`src/rtl/dco_lin_pkg.sv`:
```
// rtl/dco_lin_pkg.sv - shared widths, types and increment calculation for the linear DCO
// Purpose: default code/phase widths, code_t/phase_t typedefs, and inc_calc,
//          which forms F0_INC + GAIN*code at a wide width and clamps it to
//          half the accumulator range (f_clk/2 ceiling).
// Ports:   none (package)
package dco_lin_pkg;

    localparam int unsigned CODE_W_DEF = 13;
    localparam int unsigned ACC_W_DEF  = 16;
    // Wide enough for ACC_W+9 bits at any practical accumulator width.
    localparam int unsigned CALC_W     = 40;

    typedef logic [CODE_W_DEF-1:0] code_t;
    typedef logic [ACC_W_DEF-1:0]  phase_t;

    function automatic logic [CALC_W-1:0] inc_calc(
        input logic [CALC_W-1:0] f0,
        input logic [CALC_W-1:0] gain,
        input logic [CALC_W-1:0] code,
        input int unsigned       acc_w
    );
        logic [CALC_W-1:0] sum;
        logic [CALC_W-1:0] lim;
        sum = f0 + gain * code;
        lim = CALC_W'(1) << (acc_w - 1);
        return (sum > lim) ? lim : sum;
    endfunction

endpackage

```
`src/rtl/dco_lin_nco_if.sv`:
```
// rtl/dco_lin_nco_if.sv - control/observation bundle of the linear DCO
// Purpose: groups the DCO control inputs and its outputs.
// Signals: en (accumulator enable), code (frequency word), out (square wave),
//          phase (accumulator), freq_cnt/freq_vld (frequency meter result).
// Modports: master = controller/observer side, slave = DCO side.
interface dco_lin_nco_if
    import dco_lin_pkg::*;
#(
    parameter int unsigned CODE_W = CODE_W_DEF,
    parameter int unsigned ACC_W  = ACC_W_DEF
);
    logic              en;
    logic [CODE_W-1:0] code;
    logic              out;
    logic [ACC_W-1:0]  phase;
    logic [15:0]       freq_cnt;
    logic              freq_vld;

    modport master (output en, code, input out, phase, freq_cnt, freq_vld);
    modport slave  (input en, code, output out, phase, freq_cnt, freq_vld);
endinterface

```
`src/rtl/dco_freq_meter.sv`:
```
// rtl/dco_freq_meter.sv - gated rising-edge counter for DCO characterisation
// Purpose: counts rising edges of sig over a WIN_CYC-cycle window, publishes
//          the count on freq_cnt with a one-cycle freq_vld pulse.
// Ports:   clk, rst_n (async active-low), sig (signal under test),
//          freq_cnt (16-bit saturated edge count), freq_vld (update pulse).
module dco_freq_meter #(
    parameter int unsigned WIN_CYC = 1024
) (
    input  logic        clk,
    input  logic        rst_n,
    input  logic        sig,
    output logic [15:0] freq_cnt,
    output logic        freq_vld
);
    localparam int unsigned      WIN_W    = (WIN_CYC > 1) ? $clog2(WIN_CYC) : 1;
    localparam logic [WIN_W-1:0] WIN_LAST = WIN_W'(WIN_CYC - 1);

    logic             sig_d;
    logic             rise;
    logic [WIN_W-1:0] win_cnt;
    logic [15:0]      edge_cnt;
    logic [15:0]      edge_sum;

    assign rise     = sig & ~sig_d;
    // Count including the current cycle's edge, sticking at all-ones.
    assign edge_sum = (rise && (edge_cnt != 16'hFFFF)) ? edge_cnt + 16'd1 : edge_cnt;

    always_ff @(posedge clk or negedge rst_n) begin
        if (!rst_n) begin
            sig_d    <= 1'b0;
            win_cnt  <= '0;
            edge_cnt <= '0;
            freq_cnt <= '0;
            freq_vld <= 1'b0;
        end else begin
            sig_d <= sig;
            if (win_cnt == WIN_LAST) begin
                win_cnt  <= '0;
                freq_cnt <= edge_sum;
                freq_vld <= 1'b1;
                edge_cnt <= '0;
            end else begin
                win_cnt  <= win_cnt + 1'b1;
                freq_vld <= 1'b0;
                edge_cnt <= edge_sum;
            end
        end
    end
endmodule

```
`src/rtl/dco_lin_nco.sv`:
```
// rtl/dco_lin_nco.sv - linear digitally-controlled oscillator (phase-accumulator NCO)
// Purpose: f_out = f_clk * min(F0_INC + GAIN*code, 2^(ACC_W-1)) / 2^ACC_W.
//          Pipeline: code_q -> inc_q -> acc -> out; code changes are
//          phase-continuous and take effect on the 3rd edge.
// Ports:   clk, rst_n (async active-low), dco (dco_lin_nco_if.slave:
//          en, code in; out, phase, freq_cnt, freq_vld out).
// Option:  DCO_FREQ_METER_EN adds the frequency meter; otherwise
//          freq_cnt/freq_vld are tied to 0.
module dco_lin_nco
    import dco_lin_pkg::*;
#(
    parameter int unsigned CODE_W  = CODE_W_DEF,
    parameter int unsigned ACC_W   = ACC_W_DEF,
    parameter int unsigned F0_INC  = 0,
    parameter int unsigned GAIN    = 1,
    parameter int unsigned WIN_CYC = 1024
) (
    input  logic          clk,
    input  logic          rst_n,
    dco_lin_nco_if.slave  dco
);
    logic [CODE_W-1:0] code_q;
    logic [ACC_W-1:0]  inc_q;
    logic [ACC_W-1:0]  acc;
    logic              out_q;

    if (WIN_CYC < 1) begin : g_bad_win
        $error("WIN_CYC must be at least 1");
    end

    always_ff @(posedge clk or negedge rst_n) begin
        if (!rst_n) begin
            code_q <= '0;
            inc_q  <= '0;
            acc    <= '0;
            out_q  <= 1'b0;
        end else begin
            code_q <= dco.code;
            // Clamped result never exceeds 2^(ACC_W-1), so the cast is lossless.
            inc_q  <= ACC_W'(inc_calc(CALC_W'(F0_INC), CALC_W'(GAIN),
                                      CALC_W'(code_q), ACC_W));
            if (dco.en) begin
                acc <= acc + inc_q;
            end
            out_q  <= acc[ACC_W-1];
        end
    end

    assign dco.out   = out_q;
    assign dco.phase = acc;

`ifdef DCO_FREQ_METER_EN
    dco_freq_meter #(
        .WIN_CYC (WIN_CYC)
    ) u_meter (
        .clk      (clk),
        .rst_n    (rst_n),
        .sig      (out_q),
        .freq_cnt (dco.freq_cnt),
        .freq_vld (dco.freq_vld)
    );
`else
    assign dco.freq_cnt = '0;
    assign dco.freq_vld = 1'b0;
`endif
endmodule

```
`src/flat_wrapper.sv`:
```
// flat-port wrapper written by rule: the top's interface ports become plain ports
module dco_lin_nco_flat import dco_lin_pkg::*;
#(
    parameter int unsigned CODE_W  = CODE_W_DEF,
    parameter int unsigned ACC_W   = ACC_W_DEF,
    parameter int unsigned F0_INC  = 0,
    parameter int unsigned GAIN    = 1,
    parameter int unsigned WIN_CYC = 1024
)
  (clk, rst_n, dco_en, dco_code, dco_out, dco_phase, dco_freq_cnt, dco_freq_vld);
  dco_lin_nco_if #(.CODE_W(CODE_W), .ACC_W(ACC_W)) dco_i ();
  input  logic clk;
  input  logic rst_n;
  input wire logic [$bits(dco_i.en)-1:0] dco_en;
  input wire logic [$bits(dco_i.code)-1:0] dco_code;
  output wire logic [$bits(dco_i.out)-1:0] dco_out;
  output wire logic [$bits(dco_i.phase)-1:0] dco_phase;
  output wire logic [$bits(dco_i.freq_cnt)-1:0] dco_freq_cnt;
  output wire logic [$bits(dco_i.freq_vld)-1:0] dco_freq_vld;
  assign dco_i.en = dco_en;
  assign dco_i.code = dco_code;
  assign dco_out = dco_i.out;
  assign dco_phase = dco_i.phase;
  assign dco_freq_cnt = dco_i.freq_cnt;
  assign dco_freq_vld = dco_i.freq_vld;
  dco_lin_nco #(.CODE_W(CODE_W), .ACC_W(ACC_W), .F0_INC(F0_INC), .GAIN(GAIN), .WIN_CYC(WIN_CYC)) u_core (.clk(clk), .rst_n(rst_n), .dco(dco_i));
endmodule
```
`config.mk`:
```
export PLATFORM = sky130hd
export DESIGN_NAME = dco_lin_nco_flat
export DESIGN_NICKNAME = d
export VERILOG_FILES = /design/src/rtl/dco_lin_pkg.sv /design/src/rtl/dco_lin_nco_if.sv /design/src/rtl/dco_freq_meter.sv /design/src/rtl/dco_lin_nco.sv /design/src/flat_wrapper.sv
export SDC_FILE = /design/constraint.sdc
export NUM_CORES = 1
export LEC_CHECK = 0
export CORE_ASPECT_RATIO = 0.5
export CORE_MARGIN = 8
export CORE_UTILIZATION = 47
export DETAILED_ROUTE_END_ITERATION = 6
export PLACE_DENSITY = 0.76
export SLEW_MARGIN = 15
export SYNTH_ARGS = -nofsm -noshare
export SYNTH_HDL_FRONTEND = slang
export SYNTH_HIERARCHICAL = 1
export SYNTH_SLANG_ARGS = --single-unit
```
`constraint.sdc`:
```
create_clock -name clk -period 4 [get_ports clk]
set_clock_uncertainty 0.05 [all_clocks]
set_input_delay 0.8 -clock clk [delete_from_list [all_inputs] [get_ports clk]]
set_output_delay 0.8 -clock clk [all_outputs]
set_load 0.005 [all_outputs]
```
==> impl_metrics.yaml <==
outcome:
  status: "finished, final reports clean"
detailed_routing:
  drt_first_iter_violations: 75
  dr.pass1.iters: 4
  ant_nets: 0
  drc: 0
  vias_per_cell: 5.20
  wirelength_um: 3760
  post_drt_wl_per_cell_um: 13.7
  vias: 1425
layout:
  final_util: 0.577
  nets: 246
  nFillCells: 355
  antenna_cells: 0
  stdcell_count: 274
  drive_gt1_frac: 0.0829
  design_area_mm2: 0.00248
  area_delta_synth_final_pct: 20.8
hold_path:
  hold_path_class: "flop to flop"
global_route:
  grt_usage: 0.110
  grt_pass1_vias: 1416
  grt_antenna_before_repair: 0
  grt_overflow: 0
  grt_max_degree: 44
  grt_pass1_wl_um: 6200
power_and_ir_drop:
  p_clk_frac: 0.194
  seq_power_share: 0.349
  leakage_uw: 0.00108
  peakVddDrop_uv: 262
  internal-power_uw: 1150
  p_per_area_mw_per_mm2: 707
  finalPower_uw: 1750
  power.switching_uw: 600
  switching_share: 0.342
  combPwrFrac: 0.457
timing:
  finalCritPeriodShare: 0.585
  setup_viol: 0
  max_freq_ghz: 0.427
  slew_headroom: 0.394
  rsz0062_at_grt: "false"
  setup_tns_ns: 0
  post-route-min-period_ns: 2.34
  slew_violations: 0
  finalHoldViolCount: 0
  worst_pin_slew_ns: 0.909
synth:
  synth.avg_cell_area_um2: 11.3
  ys_types: 40
  synth_cells: 181
  synth_top_area_cell: "dfrtp_1"
  ys_warn_count: 6
  netlist_top_cells_count: "dfrtp_1, buf_4, a21oi_1"
  synthArstFlopShare: 1.00
  ys_top_cells_by_area: "dfrtp_1, ha_1, buf_4, a21oi_1, mux2_2"
  synthMostInstantiatedCell: "dfrtp_1"
  netlist_area_mm2: 0.00205
  ys.flop_type: "dfrtp_1"
  synth_edf_count: 0
  ys_ff_latch: 43
  netlist.area_leader.share: 0.524
  yosysSeqAreaShare: 0.524
cts:
  path_clk_slew_ns: 0.07
  cts_made_buffers: 5
  cts_num_sinks: 43
  post_cts_buffers: 0
  hold_buffers: 0
  clock_latency_ns: 0.29
  cts_tree: "built"
  ctsResizeCount: 0
  htreeDepth: 2
  root_buffer: "clkbuf_8"
  cts_buffer_depth: 2
floorplan:
  die_height_um: 62.7
  start_util: 0.478
  ioPinCount: 50
  core_mm2: 0.00430
  placementRows: 17
  die_w_um: 109
  dieArea_mm2: 0.00686
critical_path:
  worstPathRequired_ns: 4.18
  path_class: "input port to flop"
  start_kind: "input port"
  end_kind: "flop"
  cp.arrival_ns: 2.52
  cp_max_fo: 18
placed_design:
  portBuffers: 32
  globalplace.congestion: 0.846
  hpwl_um: 2830
  placed_area_mm2: 0.00236
  dp.cells: 266
flow_run:
  drv_cap: 0
## logic make-up after synthesis
family,Yosys count,share of synthesized area
other cells,1,0.00183
xor+xnor,7,0.0299
simple gates,43,0.107
fa+ha+maj,14,0.0890
mux,6,0.0329
flops,43,0.524
buf+inv,24,0.0762
compound gates,43,0.138
## final timing paths
check / from / end / slack, ns / depth (start not counted)
hold reg to reg: u_core/code_q[5]$_DFF_PN0_ / u_core/inc_q[5]$_DFF_PN0_ / 0.30 / 0
hold / removal: u_core/code_q[5]$_DFF_PN0_ / u_core/inc_q[5]$_DFF_PN0_ / 0.30 / 0
min in group asynchronous: rst_n / u_core/code_q[2]$_DFF_PN0_ / 0.58 / 1
setup reg to reg: u_core/dco.phase[0]$_DFFE_PN0P_ / u_core/dco.phase[12]$_DFFE_PN0P_ / 1.70 / 7
setup / recovery: dco_en / u_core/dco.phase[7]$_DFFE_PN0P_ / 1.66 / 6
max in group asynchronous: rst_n / u_core/dco.phase[11]$_DFFE_PN0P_ / 2.75 / 1
## through the flow
stage	hold WS, ns	setup slack [ns]
after floorplan	0.281	1.90
after global placement	0.282	1.46
after detailed placement	0.285	1.42
after CTS	0.303	1.71
after global routing	0.309	1.63
final	0.301	1.66
## worst max-delay path, stage by stage
cell and delay (ns):
clkdlybuf4s50_1 0.46, buf_4 0.24, inv_1 0.24, or3_1 0.37, or3_1 0.31, nand4_1 0.10
## power groups by stage
| stage | clock (uW) | sequential [uW] | combinational [uW] |
|---|---|---|---|
| after detailed placement | 0 | 623 | 793 |
| after CTS | 349 | 616 | 799 |
| after global placement | 0 | 620 | 772 |
| after global routing | 373 | 631 | 877 |
| final | 340 | 612 | 801 |
| after floorplan | 0 | 616 | 511 |
## state kept, by name, indices dropped and copies added (netlist names)
name and count:
u_core/dco.phase 16, u_core/code_q 13, u_core/inc_q 13, u_core/dco.out 1
## routing by layer
metal	vias up	global-route usage	wire length (um)
met1	696	0.128	1620
li1	683	-	-
met3	2	0.0473	345
met2	44	0.181	1770
met4	0	0.0301	19
met5	-	0	0
## cells in the final DEF (no fill, tap or decap), types with 5 or more instances in the layout
cell type	instances
nand3_1	6
clkbuf_8	6
ha_1	13
and2_1	5
o21ai_0	5
mux2_2	6
a21oi_1	15
dfrtp_1	43
nor2_1	6
clkdlybuf4s50_1	31
conb_1	17
xnor2_1	5
nand2_1	12
## area by class of cell
class | count | area, um^2 | share of cell area
clock buffer | 6 | 82.6 | 0.0333
inverter | 3 | 11.3 | 0.00454
timing repair buffer | 33 | 323 | 0.130
multi-input combinational | 130 | 880 | 0.355
tap | 57 | 71.3 | 0.0288
clock inverter | 2 | 35.0 | 0.0141
sequential | 43 | 1080 | 0.434
No activity file was read; power rests on OpenSTA's default activity.
